File: src/rtl/hex_display_driver.sv
// Multi-digit hex to 7-segment driver with blanking, blink and leading-zero suppression.
// Segment fields are active-low, a..g from MSB to LSB, and updated once per clock.
module hex_display_driver #(
    parameter int unsigned DIGITS    = 4,
    parameter int unsigned BLINK_DIV = 25_000_000
) (
    input  logic                  clk,
    input  logic                  reset_n,
    input  logic                  load,
    input  logic [4*DIGITS-1:0]   value,
    input  logic                  blank,
    input  logic                  lz_en,
    input  logic [DIGITS-1:0]     blink_mask,
    output logic [7*DIGITS-1:0]   hex_seg,
    output logic                  blink_phase
);

    localparam int unsigned CNT_W = (BLINK_DIV > 1) ? $clog2(BLINK_DIV) : 1;
    localparam logic [CNT_W-1:0] CNT_MAX = CNT_W'(BLINK_DIV - 1);
    localparam logic [6:0] SEG_OFF = 7'b1111111;

    logic [4*DIGITS-1:0] value_q;
    logic [CNT_W-1:0]    cnt_q;
    logic                phase_q;
    logic [7*DIGITS-1:0] seg_q;
    logic [7*DIGITS-1:0] seg_d;
    logic [DIGITS-1:0]   lz_blank;
    logic                zero_run;

    function automatic logic [6:0] encode(input logic [3:0] nib);
        logic [6:0] seg;
        case (nib)
            4'h0: seg = 7'b0000001;
            4'h1: seg = 7'b1001111;
            4'h2: seg = 7'b0010010;
            4'h3: seg = 7'b0000110;
            4'h4: seg = 7'b1001100;
            4'h5: seg = 7'b0100100;
            4'h6: seg = 7'b0100000;
            4'h7: seg = 7'b0001111;
            4'h8: seg = 7'b0000000;
            4'h9: seg = 7'b0001100;
            4'hA: seg = 7'b0001000;
            4'hB: seg = 7'b1100000;
            4'hC: seg = 7'b0110001;
            4'hD: seg = 7'b1000010;
            4'hE: seg = 7'b0110000;
            4'hF: seg = 7'b0111000;
        endcase
        return seg;
    endfunction

    // A digit is a leading zero when it and every more significant nibble are zero.
    // Digit 0 is never included, so a zero value still shows one "0".
    always_comb begin
        lz_blank = '0;
        zero_run = 1'b1;
        for (int i = int'(DIGITS) - 1; i > 0; i--) begin
            zero_run    = zero_run & (value_q[4*i +: 4] == 4'h0);
            lz_blank[i] = zero_run;
        end
    end

    always_comb begin
        seg_d = '1;
        for (int i = 0; i < int'(DIGITS); i++) begin
            if (blank) begin
                seg_d[7*i +: 7] = SEG_OFF;
            end else if (blink_mask[i] && !phase_q) begin
                seg_d[7*i +: 7] = SEG_OFF;
            end else if (lz_en && lz_blank[i]) begin
                seg_d[7*i +: 7] = SEG_OFF;
            end else begin
                seg_d[7*i +: 7] = encode(value_q[4*i +: 4]);
            end
        end
    end

    always_ff @(posedge clk) begin
        if (!reset_n) begin
            value_q <= '0;
            cnt_q   <= '0;
            phase_q <= 1'b1;
            seg_q   <= '1;
        end else begin
            seg_q <= seg_d;
            // A fresh load restarts the blink so the new value is visible immediately.
            if (load) begin
                value_q <= value;
                cnt_q   <= '0;
                phase_q <= 1'b1;
            end else if (cnt_q == CNT_MAX) begin
                cnt_q   <= '0;
                phase_q <= ~phase_q;
            end else begin
                cnt_q <= cnt_q + CNT_W'(1);
            end
        end
    end

    assign hex_seg     = seg_q;
    assign blink_phase = phase_q;

endmodule

File: config.mk
export PLATFORM = sky130hd
export DESIGN_NAME = hex_display_driver
export DESIGN_NICKNAME = d
export VERILOG_FILES = /design/src/rtl/hex_display_driver.sv
export SDC_FILE = /design/constraint.sdc
export NUM_CORES = 1
export LEC_CHECK = 0
export ABC_CLOCK_PERIOD_IN_PS = 2370
export BUFFER_PORTS_ARGS = -buffer_cell sky130_fd_sc_hd__buf_2
export CORE_AREA = 2 2 120 122
export DETAILED_ROUTE_END_ITERATION = 6
export DIE_AREA = 0 0 122 124
export PLACE_DENSITY = 0.48
export SETUP_SLACK_MARGIN = 0.05
export SYNTH_ARGS = -nofsm -noshare
export SYNTH_HDL_FRONTEND = slang
export SYNTH_SLANG_ARGS = --single-unit
File: constraint.sdc
create_clock -name clk -period 2.37 [get_ports clk]
set_input_delay 0.474 -clock clk [delete_from_list [all_inputs] [get_ports clk]]
set_output_delay 0.474 -clock clk [all_outputs]
set_load 0.01 [all_outputs]
==> results of run 1 <==
==> registers in the layout (all words and copies together), names as in the netlist <==
register and count:
hex_seg 28, cnt_q 25, value_q 16, blink_phase 1
==> power by group <==
part / internal, mW / switching [mW]
registers: 1.23 / 0.0438
clock network: 0.790 / 0.489
logic: 0.123 / 0.144
total: 2.14 / 0.676
==> placed cells by master (no fill, tap or decap), types with 6 or more instances in the layout <==
cell type and n:
sky130_fd_sc_hd__mux2_2 6, sky130_fd_sc_hd__o21ai_0 17, sky130_fd_sc_hd__o211ai_1 15, sky130_fd_sc_hd__ha_1 18, sky130_fd_sc_hd__nor2_1 30, sky130_fd_sc_hd__dfxtp_1 70, sky130_fd_sc_hd__xnor2_1 6, sky130_fd_sc_hd__inv_1 15
sky130_fd_sc_hd__o311ai_0 7, sky130_fd_sc_hd__nand3_1 17, sky130_fd_sc_hd__buf_2 53, sky130_fd_sc_hd__nand4_1 7, sky130_fd_sc_hd__mux2i_1 18, sky130_fd_sc_hd__nor2b_1 26, sky130_fd_sc_hd__nand2_1 30, sky130_fd_sc_hd__clkbuf_16 9
sky130_fd_sc_hd__and3_1 6, sky130_fd_sc_hd__xor2_1 8, sky130_fd_sc_hd__a21oi_1 16, sky130_fd_sc_hd__or3_1 8
==> logic make-up after synthesis <==
kind of cell               Yosys count  share of synthesized area, %
xor gates and xnor gates            14                          3.59
DFF                                 70                          41.1
buffers and inverters               35                          4.29
and+or+nand+nor                    150                          23.9
muxes                               24                          7.26
AOI/OAI and AO/OA                   69                          13.3
adders and majority gates           18                          6.60
==> stage by stage <==
stage                     util, %  std cells  power, mW  worst slack, ns  hold slack, ns
after CTS                    30.2        614       2.86            0.331           0.396
after global placement       28.1        598       1.57            0.424           0.467
after global routing         30.2        614       2.96            0.165           0.423
final                        30.2        614       2.82            0.383           0.404
after detailed placement     28.1        598       1.57            0.343           0.471
after floorplan                 -        380       1.47            0.687           0.447
==> area by class of cell <==
cell class	instances	area share, %
clock buffer	13	6.53
sequential	70	33.9
tap	180	5.44
multi-input combinational	275	45.1
inverter	15	1.36
clock inverter	3	0.423
timing repair buffer	58	7.32
==> per-layer routing <==
metal	up-vias	global-route usage (%)	wire length, µm
li1	1442	-	-
met4	0	3.66	92
met3	8	3.25	366
met1	1304	13.9	3750
met2	46	16.8	3470
met5	-	0	0
==> critical path, delay by kind of cell, from the launching register on <==
family                     cells  cell delay [ns]
buffers and inverters          1             0.09
DFF                            1             0.42
AOI/OAI and AO/OA              2             0.70
adders and majority gates      1             0.24
and+or+nand+nor                2             0.37
==> synth_stat cells, types with 2 or more instances <==
master | instances | share of area, %
sky130_fd_sc_hd__nor2_1 | 30 | 3.3
sky130_fd_sc_hd__o31ai_1 | 4 | 0.88
sky130_fd_sc_hd__or3_1 | 8 | 1.5
sky130_fd_sc_hd__a21oi_1 | 16 | 2.3
sky130_fd_sc_hd__or4_1 | 2 | 0.44
sky130_fd_sc_hd__nand2b_1 | 5 | 0.92
sky130_fd_sc_hd__o211ai_1 | 15 | 3.3
sky130_fd_sc_hd__inv_1 | 15 | 1.6
sky130_fd_sc_hd__o21ai_0 | 17 | 2.5
sky130_fd_sc_hd__nand3_1 | 17 | 2.5
sky130_fd_sc_hd__xnor2_1 | 6 | 1.5
sky130_fd_sc_hd__and4_1 | 4 | 1.0
sky130_fd_sc_hd__nor4_1 | 2 | 0.37
sky130_fd_sc_hd__mux2_2 | 6 | 2.0
sky130_fd_sc_hd__clkbuf_1 | 12 | 1.3
sky130_fd_sc_hd__buf_4 | 2 | 0.44
sky130_fd_sc_hd__nand4_1 | 7 | 1.3
sky130_fd_sc_hd__ha_1 | 18 | 6.6
sky130_fd_sc_hd__and3_1 | 6 | 1.1
sky130_fd_sc_hd__nand3b_1 | 3 | 0.66
sky130_fd_sc_hd__xor2_1 | 8 | 2.1
sky130_fd_sc_hd__nor2b_1 | 26 | 4.8
sky130_fd_sc_hd__nor3_1 | 2 | 0.29
sky130_fd_sc_hd__o311ai_1 | 4 | 1.0
sky130_fd_sc_hd__mux2i_1 | 18 | 5.3
sky130_fd_sc_hd__nor4b_1 | 2 | 0.51
sky130_fd_sc_hd__buf_2 | 6 | 0.88
sky130_fd_sc_hd__o311ai_0 | 7 | 1.8
sky130_fd_sc_hd__dfxtp_1 | 70 | 41
sky130_fd_sc_hd__nand2_1 | 30 | 3.3
==> worst paths after layout <==
path                                   from           to  slack [ns]  cells after the start
worst max register to register  value_q[12]  hex_seg[10]        0.38                      6
worst min-delay path               value[8]   value_q[8]        0.40                      3
worst max-delay path            value_q[12]  hex_seg[10]        0.38                      6
worst min register to register     cnt_q[0]     cnt_q[0]        0.49                      1
==> load_flow_metrics.sql, run 1 <==
INSERT INTO impl_metrics (metric_group, metric, value, unit) VALUES
('hold_path', 'worst_hold_path_type', 'primary input to register', ''),
('floorplanning', 'die_width', '122', 'µm'),
('yosys', 'number_of_synthesized_register_bits', '70', ''),
('layout', 'fillerInstances', '1472', ''),
('route', 'drc', '0', ''),
('layout', 'stdcell_area', '4140', 'µm²'),
('floorplanning', 'die-area', '15100', 'µm²'),
('yosys', 'synth.avg_cell_area', '8.98', 'µm²'),
('place', 'finalWeightedCongestion', '0.788', ''),
('yosys', 'synthesized_cell_area', '3410', 'µm²'),
('clock_tree', 'post_cts_resized', '0', ''),
('critical_path', 'critical-path-max-stage-delay', '0.51', 'ns'),
('yosys', 'post_synth_edffs', '0', ''),
('yosys', 'async_reset_ff_share', '0', '%'),
('outcome', 'status', 'finished, final reports clean', ''),
('clock_tree', 'cts_root_buf', 'sky130_fd_sc_hd__clkbuf_16', ''),
('global_routing', 'grt_pass1_wl', '12800', 'µm'),
('route', 'total_routed_wirelength', '7680', 'µm'),
('floorplanning', 'core', '13700', 'µm²'),
('floorplanning', 'die_h', '124', 'µm'),
('yosys', 'synth_sequential_area_ratio', '41.1', '%'),
('route', 'drtAntennaViolNets', '0', ''),
('sta', 'finalSetupViolations', '0', ''),
('clock_tree', 'post_cts.repair.setup_buffers', '0', ''),
('global_routing', 'antenna_found_initial', '0', ''),
('global_routing', 'overflow', '0', ''),
('global_routing', 'grt_start_max_net_pins', '26', ''),
('clock_tree', 'worstSkewPairLatency', '0.33', 'ns'),
('critical_path', 'setup.worst_path.class', 'register to register', ''),
('layout', 'areaGrowthSynthToFinish', '21.3', '%'),
('route', 'post_drt_via_cell_ratio', '4.56', ''),
('sta', 'grt_setup_unrepaired', 'no', ''),
('clock_tree', 'clock_sink_count', '70', ''),
('sta', 'max_slew_margin', '61.1', '%'),
('yosys', 'synth-warning-count', '0', ''),
('route', 'detail_route.wl_per_cell', '12.5', 'µm'),
('sta', 'fin_crit_sh', '83.8', '%'),
('clock_tree', 'clock_slew_at_the_register_clock_pins_of_the_worst_setup_and_hold_paths', '0.06', 'ns'),
('sta', 'layout_min_cycle_time', '1.99', 'ns'),
('yosys', 'synthesis.instances', '380', ''),
('critical_path', 'crit_path_max_fanout', '7', ''),
('critical_path', 'worst_ep_required_time', '2.54', 'ns'),
('sta', 'finalClockSkew', '0.00691', 'ns'),
('clock_tree', 'hold_bufs_inserted_after_cts', '0', ''),
('yosys', 'post_synth_num_cell_types', '42', ''),
('route', 'detailed_route_via_count', '2800', ''),
('run', 'maxCapViolCount', '0', ''),
('layout', 'multiInputGateArea', '1870', 'µm²'),
('global_routing', 'gr-usage-all-layers', '10.7', '%'),
('route', 'drt_iter0_drc', '104', ''),
('place', 'place.port_buffers', '53', ''),
('critical_path', 'worstSetupStartpointType', 'register', ''),
('floorplanning', 'boundaryPins', '54', ''),
('layout', 'layout-drive-gt1-share', '19.6', '%'),
('power_and_ir_drop', 'pwr_density_cell', '681', 'nW/µm²'),
('clock_tree', 'cts-buffers-inserted', '9', ''),
('floorplanning', 'start_util', '24.9', '%'),
('global_routing', 'number_of_global_route_vias_before_repair', '2678', ''),
('critical_path', 'cp.arrival', '2.15', 'ns'),
('sta', 'worst-slew-pin-transition', '0.580', 'ns'),
('clock_tree', 'clock_path_buffers', '2', ''),
('layout', 'register_area', '1400', 'µm²'),
('sta', 'timing_max_transition_violations_final', '0', ''),
('place', 'dp.final_hpwl', '5630', 'µm'),
('clock_tree', 'htreeDepth', '3', ''),
('floorplanning', 'std_cell_rows', '43', ''),
('place', 'dpl-instance-area', '3850', 'µm²'),
('layout', 'finish.net_count', '472', ''),
('critical_path', 'path_cells', 'inv_1 -> ha_1 -> nor4bb_1 -> and3_1 -> a31oi_1 -> o311ai_1', ''),
('sta', 'hold_violations', '0', ''),
('yosys', 'synth.net_count', '423', ''),
('power_and_ir_drop', 'pleak', '1.52', 'nW'),
('sta', 'finalSetupTns', '0', 'ns'),
('clock_tree', 'tritoncts', 'yes', ''),
('layout', 'number_of_antenna_repair_diodes', '0', ''),
('sta', 'max_freq', '503', 'MHz'),
('yosys', 'yosys_most_used_dff', 'sky130_fd_sc_hd__dfxtp_1', ''),
('critical_path', 'critPathSlowestCell', 'sky130_fd_sc_hd__a31oi_1', ''),
('power_and_ir_drop', 'peakVddDrop', '0.266', 'mV'),
('critical_path', 'critical_path.endpoint_type', 'register', ''),
('route', 'dr.pass1.iters', '4', '');
Note: power is estimated with default switching activity, not from simulation.
==> run 2, diff against run 1 <==
ABC_CLOCK_PERIOD_IN_PS = 1700   (was 2370)
PLACE_DENSITY = 0.5   (was 0.48)
clock period = 1.7 ns   (was 2.37 ns; I/O delays follow)
==> run 2 against run 1 <==
  * Clock power up 27%
  * Register-to-register slack worse by 0.27 ns
  * Routed wire length up 6.8%
  * Critical path depth unchanged
  * Sequential share of layout area down 2.2 points
  * Critical endpoint is now blink_phase
==> load_flow_metrics.sql, run 2 (same netlist as run 1, synthesis figures left out) <==
INSERT INTO impl_metrics (metric_group, metric, value, unit) VALUES
('clock_tree', 'clock_sink_count', '70', ''),
('hold_path', 'min_delay_worst_endpoint', 'value_q[15]', ''),
('global_routing', 'overflow', '0', ''),
('sta', 'fin_crit_sh', '93.1', '%'),
('critical_path', 'worst_r2r_endpoint', 'blink_phase', ''),
('layout', 'most_common_cell_after_layout_fill_and_taps_aside', 'sky130_fd_sc_hd__dfxtp_1', ''),
('critical_path', 'rr_worst_depth', '6', ''),
('critical_path', 'critical-path-max-stage-delay', '0.33', 'ns'),
('sta', 'max_freq', '632', 'MHz'),
('place', 'place.port_buffers', '53', ''),
('route', 'dr.pass1.iters', '4', ''),
('sta', 'hold_violations', '0', ''),
('critical_path', 'crit_path_max_fanout', '5', ''),
('sta', 'timing_max_transition_violations_final', '0', ''),
('critical_path', 'reg2reg_from', 'cnt_q[8]', ''),
('critical_path', 'critPathSlowestCell', 'sky130_fd_sc_hd__or3_1', ''),
('critical_path', 'worstSetupStartpointType', 'register', ''),
('global_routing', 'grt_pass1_wl', '13300', 'µm'),
('outcome', 'status', 'finished, final reports clean', ''),
('critical_path', 'setup.worst_path.class', 'register to register', ''),
('layout', 'areaGrowthSynthToFinish', '30.4', '%'),
('critical_path', 'cpLargestDelayFamily', 'simple AND/OR/NAND/NOR gates', ''),
('layout', 'finish.net_count', '508', ''),
('hold_path', 'worst_hold_path_type', 'primary input to register', ''),
('place', 'placement.setup.worst_slack', '0.00159', 'ns'),
('clock_tree', 'worstSkewPairLatency', '0.33', 'ns'),
('route', 'post_drt_via_cell_ratio', '4.50', ''),
('floorplanning', 'core', '13700', 'µm²'),
('critical_path', 'critical_path.endpoint_type', 'register', ''),
('place', 'dp.final_hpwl', '6080', 'µm'),
('critical_path', 'setup.reg_to_reg.worst_slack', '0.12', 'ns'),
('route', 'drt_iter0_drc', '97', ''),
('sta', 'finalClockSkew', '0.00587', 'ns'),
('sta', 'finalSetupTns', '0', 'ns'),
('sta', 'worst-slew-pin-transition', '0.322', 'ns'),
('critical_path', 'crit_path_frequent_cell', 'sky130_fd_sc_hd__buf_4', ''),
('power_and_ir_drop', 'pwr_density_cell', '863', 'nW/µm²'),
('power_and_ir_drop', 'peakVddDrop', '0.323', 'mV'),
('sta', 'finalSetupViolations', '0', ''),
('layout', 'number_of_antenna_repair_diodes', '0', ''),
('layout', 'layout-drive-gt1-share', '27.5', '%'),
('critical_path', 'number_of_buffers_and_inverters_on_the_critical_path', '2', ''),
('floorplanning', 'die-area', '15100', 'µm²'),
('floorplanning', 'die_width', '122', 'µm'),
('route', 'total_routed_wirelength', '8210', 'µm'),
('sta', 'worst_slack', '0.117', 'ns'),
('route', 'drtAntennaViolNets', '0', ''),
('critical_path', 'cp.arrival', '1.86', 'ns'),
('power_and_ir_drop', 'pleak', '1.70', 'nW'),
('floorplanning', 'die_h', '124', 'µm'),
('sta', 'layout_min_cycle_time', '1.58', 'ns'),
('sta', 'grt_setup_unrepaired', 'yes', ''),
('clock_tree', 'cts-buffers-inserted', '9', ''),
('route', 'drc', '0', ''),
('global_routing', 'grt_start_max_net_pins', '18', ''),
('hold_path', 'hold_start', 'value[15]', ''),
('floorplanning', 'std_cell_rows', '43', ''),
('route', 'detail_route.wl_per_cell', '12.6', 'µm'),
('global_routing', 'number_of_global_route_vias_before_repair', '2876', ''),
('layout', 'layout_common_cells', 'sky130_fd_sc_hd__dfxtp_1, sky130_fd_sc_hd__buf_2, sky130_fd_sc_hd__buf_4', ''),
('global_routing', 'antenna_found_initial', '0', ''),
('clock_tree', 'clock_path_buffers', '2', ''),
('place', 'finalWeightedCongestion', '0.801', ''),
('critical_path', 'path_cells', 'buf_4 -> nor4b_2 -> nand4_1 -> buf_4 -> or3_1 -> nand3_1', ''),
('layout', 'multiInputGateArea', '1930', 'µm²'),
('global_routing', 'gr-usage-all-layers', '11.2', '%'),
('critical_path', 'worst_ep_required_time', '1.97', 'ns'),
('place', 'dpl-instance-area', '4090', 'µm²'),
('floorplanning', 'start_util', '24.9', '%'),
('layout', 'largest_register_ffs', '28', ''),
('sta', 'max_slew_margin', '78.3', '%'),
('layout', 'stdcell_area', '4450', 'µm²'),
('layout', 'fillerInstances', '1454', ''),
('clock_tree', 'cts_root_buf', 'sky130_fd_sc_hd__clkbuf_16', ''),
('power_and_ir_drop', 'total_power', '3.84', 'mW'),
('clock_tree', 'tritoncts', 'yes', ''),
('route', 'detailed_route_via_count', '2919', ''),
('layout', 'register_area', '1410', 'µm²'),
('hold_path', 'holdPathStages', '3', ''),
('clock_tree', 'clock_slew_at_the_register_clock_pins_of_the_worst_setup_and_hold_paths', '0.05', 'ns'),
('clock_tree', 'hold_bufs_inserted_after_cts', '0', ''),
('run', 'maxCapViolCount', '0', ''),
('floorplanning', 'boundaryPins', '54', ''),
('clock_tree', 'htreeDepth', '3', '');
-- run 2: cell count changes in the layout (fill, tap and decap cells not counted), moves of 2 or more --
cell / previous run / this run
sky130_fd_sc_hd__buf_6: 0 / 2
sky130_fd_sc_hd__dfxtp_1: 70 / 65
sky130_fd_sc_hd__nor4b_1: 2 / 0
sky130_fd_sc_hd__buf_4: 5 / 39
sky130_fd_sc_hd__nor4b_2: 0 / 2
sky130_fd_sc_hd__clkbuf_8: 3 / 0
sky130_fd_sc_hd__clkbuf_1: 1 / 4
sky130_fd_sc_hd__o311ai_1: 4 / 6
sky130_fd_sc_hd__o311ai_0: 7 / 4
sky130_fd_sc_hd__dfxtp_2: 0 / 5
-- run 2: how the worst max path moves through the flow --
stage	from	to	slack, ns	cells after the start
4_1_cts	value_q[12]	hex_seg[17]	0.04	6
3_3_place_gp	value_q[12]	hex_seg[20]	0.04	6
6_report	cnt_q[8]	blink_phase	0.12	6
2_1_floorplan	value_q[12]	hex_seg[21]	0.07	5
3_5_place_dp	value_q[12]	hex_seg[20]	0.002	6
5_1_grt	cnt_q[0]	cnt_q[22]	0.03	5
-- run 2: layout make-up --
| cell class | instances | area share (%) |
|---|---|---|
| timing repair buffer | 94 | 13.0 |
| tap | 180 | 5.06 |
| inverter | 15 | 1.27 |
| sequential | 70 | 31.6 |
| multi-input combinational | 275 | 43.4 |
| clock buffer | 13 | 5.40 |
| clock inverter | 2 | 0.225 |
-- run 2: worst min-delay path: cells and delay by family --
family	cells	cell delay, ns
simple gates	1	0.09
buf+inv	1	0.08
mux	1	0.05
-- run 2: timing repair --
| item | in CTS | in global routing |
|---|---|---|
| pin swaps | 0 | 7 |
| buffers inserted | 0 | 4 |
| gates cloned | 0 | 1 |
| gates resized for setup | 3 | 19 |
| setup endpoints to repair | 9 | 37 |
-- run 2: layer usage --
metal / up-vias / track usage [%] / part of all wire, %
met5: - / 0 / 0
met4: 0 / 4.24 / 1.2
met3: 8 / 3.80 / 4.4
met2: 49 / 17.9 / 45
met1: 1354 / 14.0 / 49
li1: 1508 / - / -
-- run 2: stage by stage --
step | util, % | std cells | hold WS, ns
4_1_cts | 31.8 | 644 | 0.256
3_3_place_gp | 29.8 | 629 | 0.477
3_5_place_dp | 29.8 | 629 | 0.493
2_1_floorplan | - | 380 | 0.447
6_report | 32.4 | 649 | 0.268
5_1_grt | 32.4 | 649 | 0.266
-- run 2: report_power, final --
part | total (mW) | switching, mW | internal (mW)
Clock | 1.63 | 0.652 | 0.974
Sequential | 1.74 | 0.0307 | 1.71
Combinational | 0.471 | 0.252 | 0.219
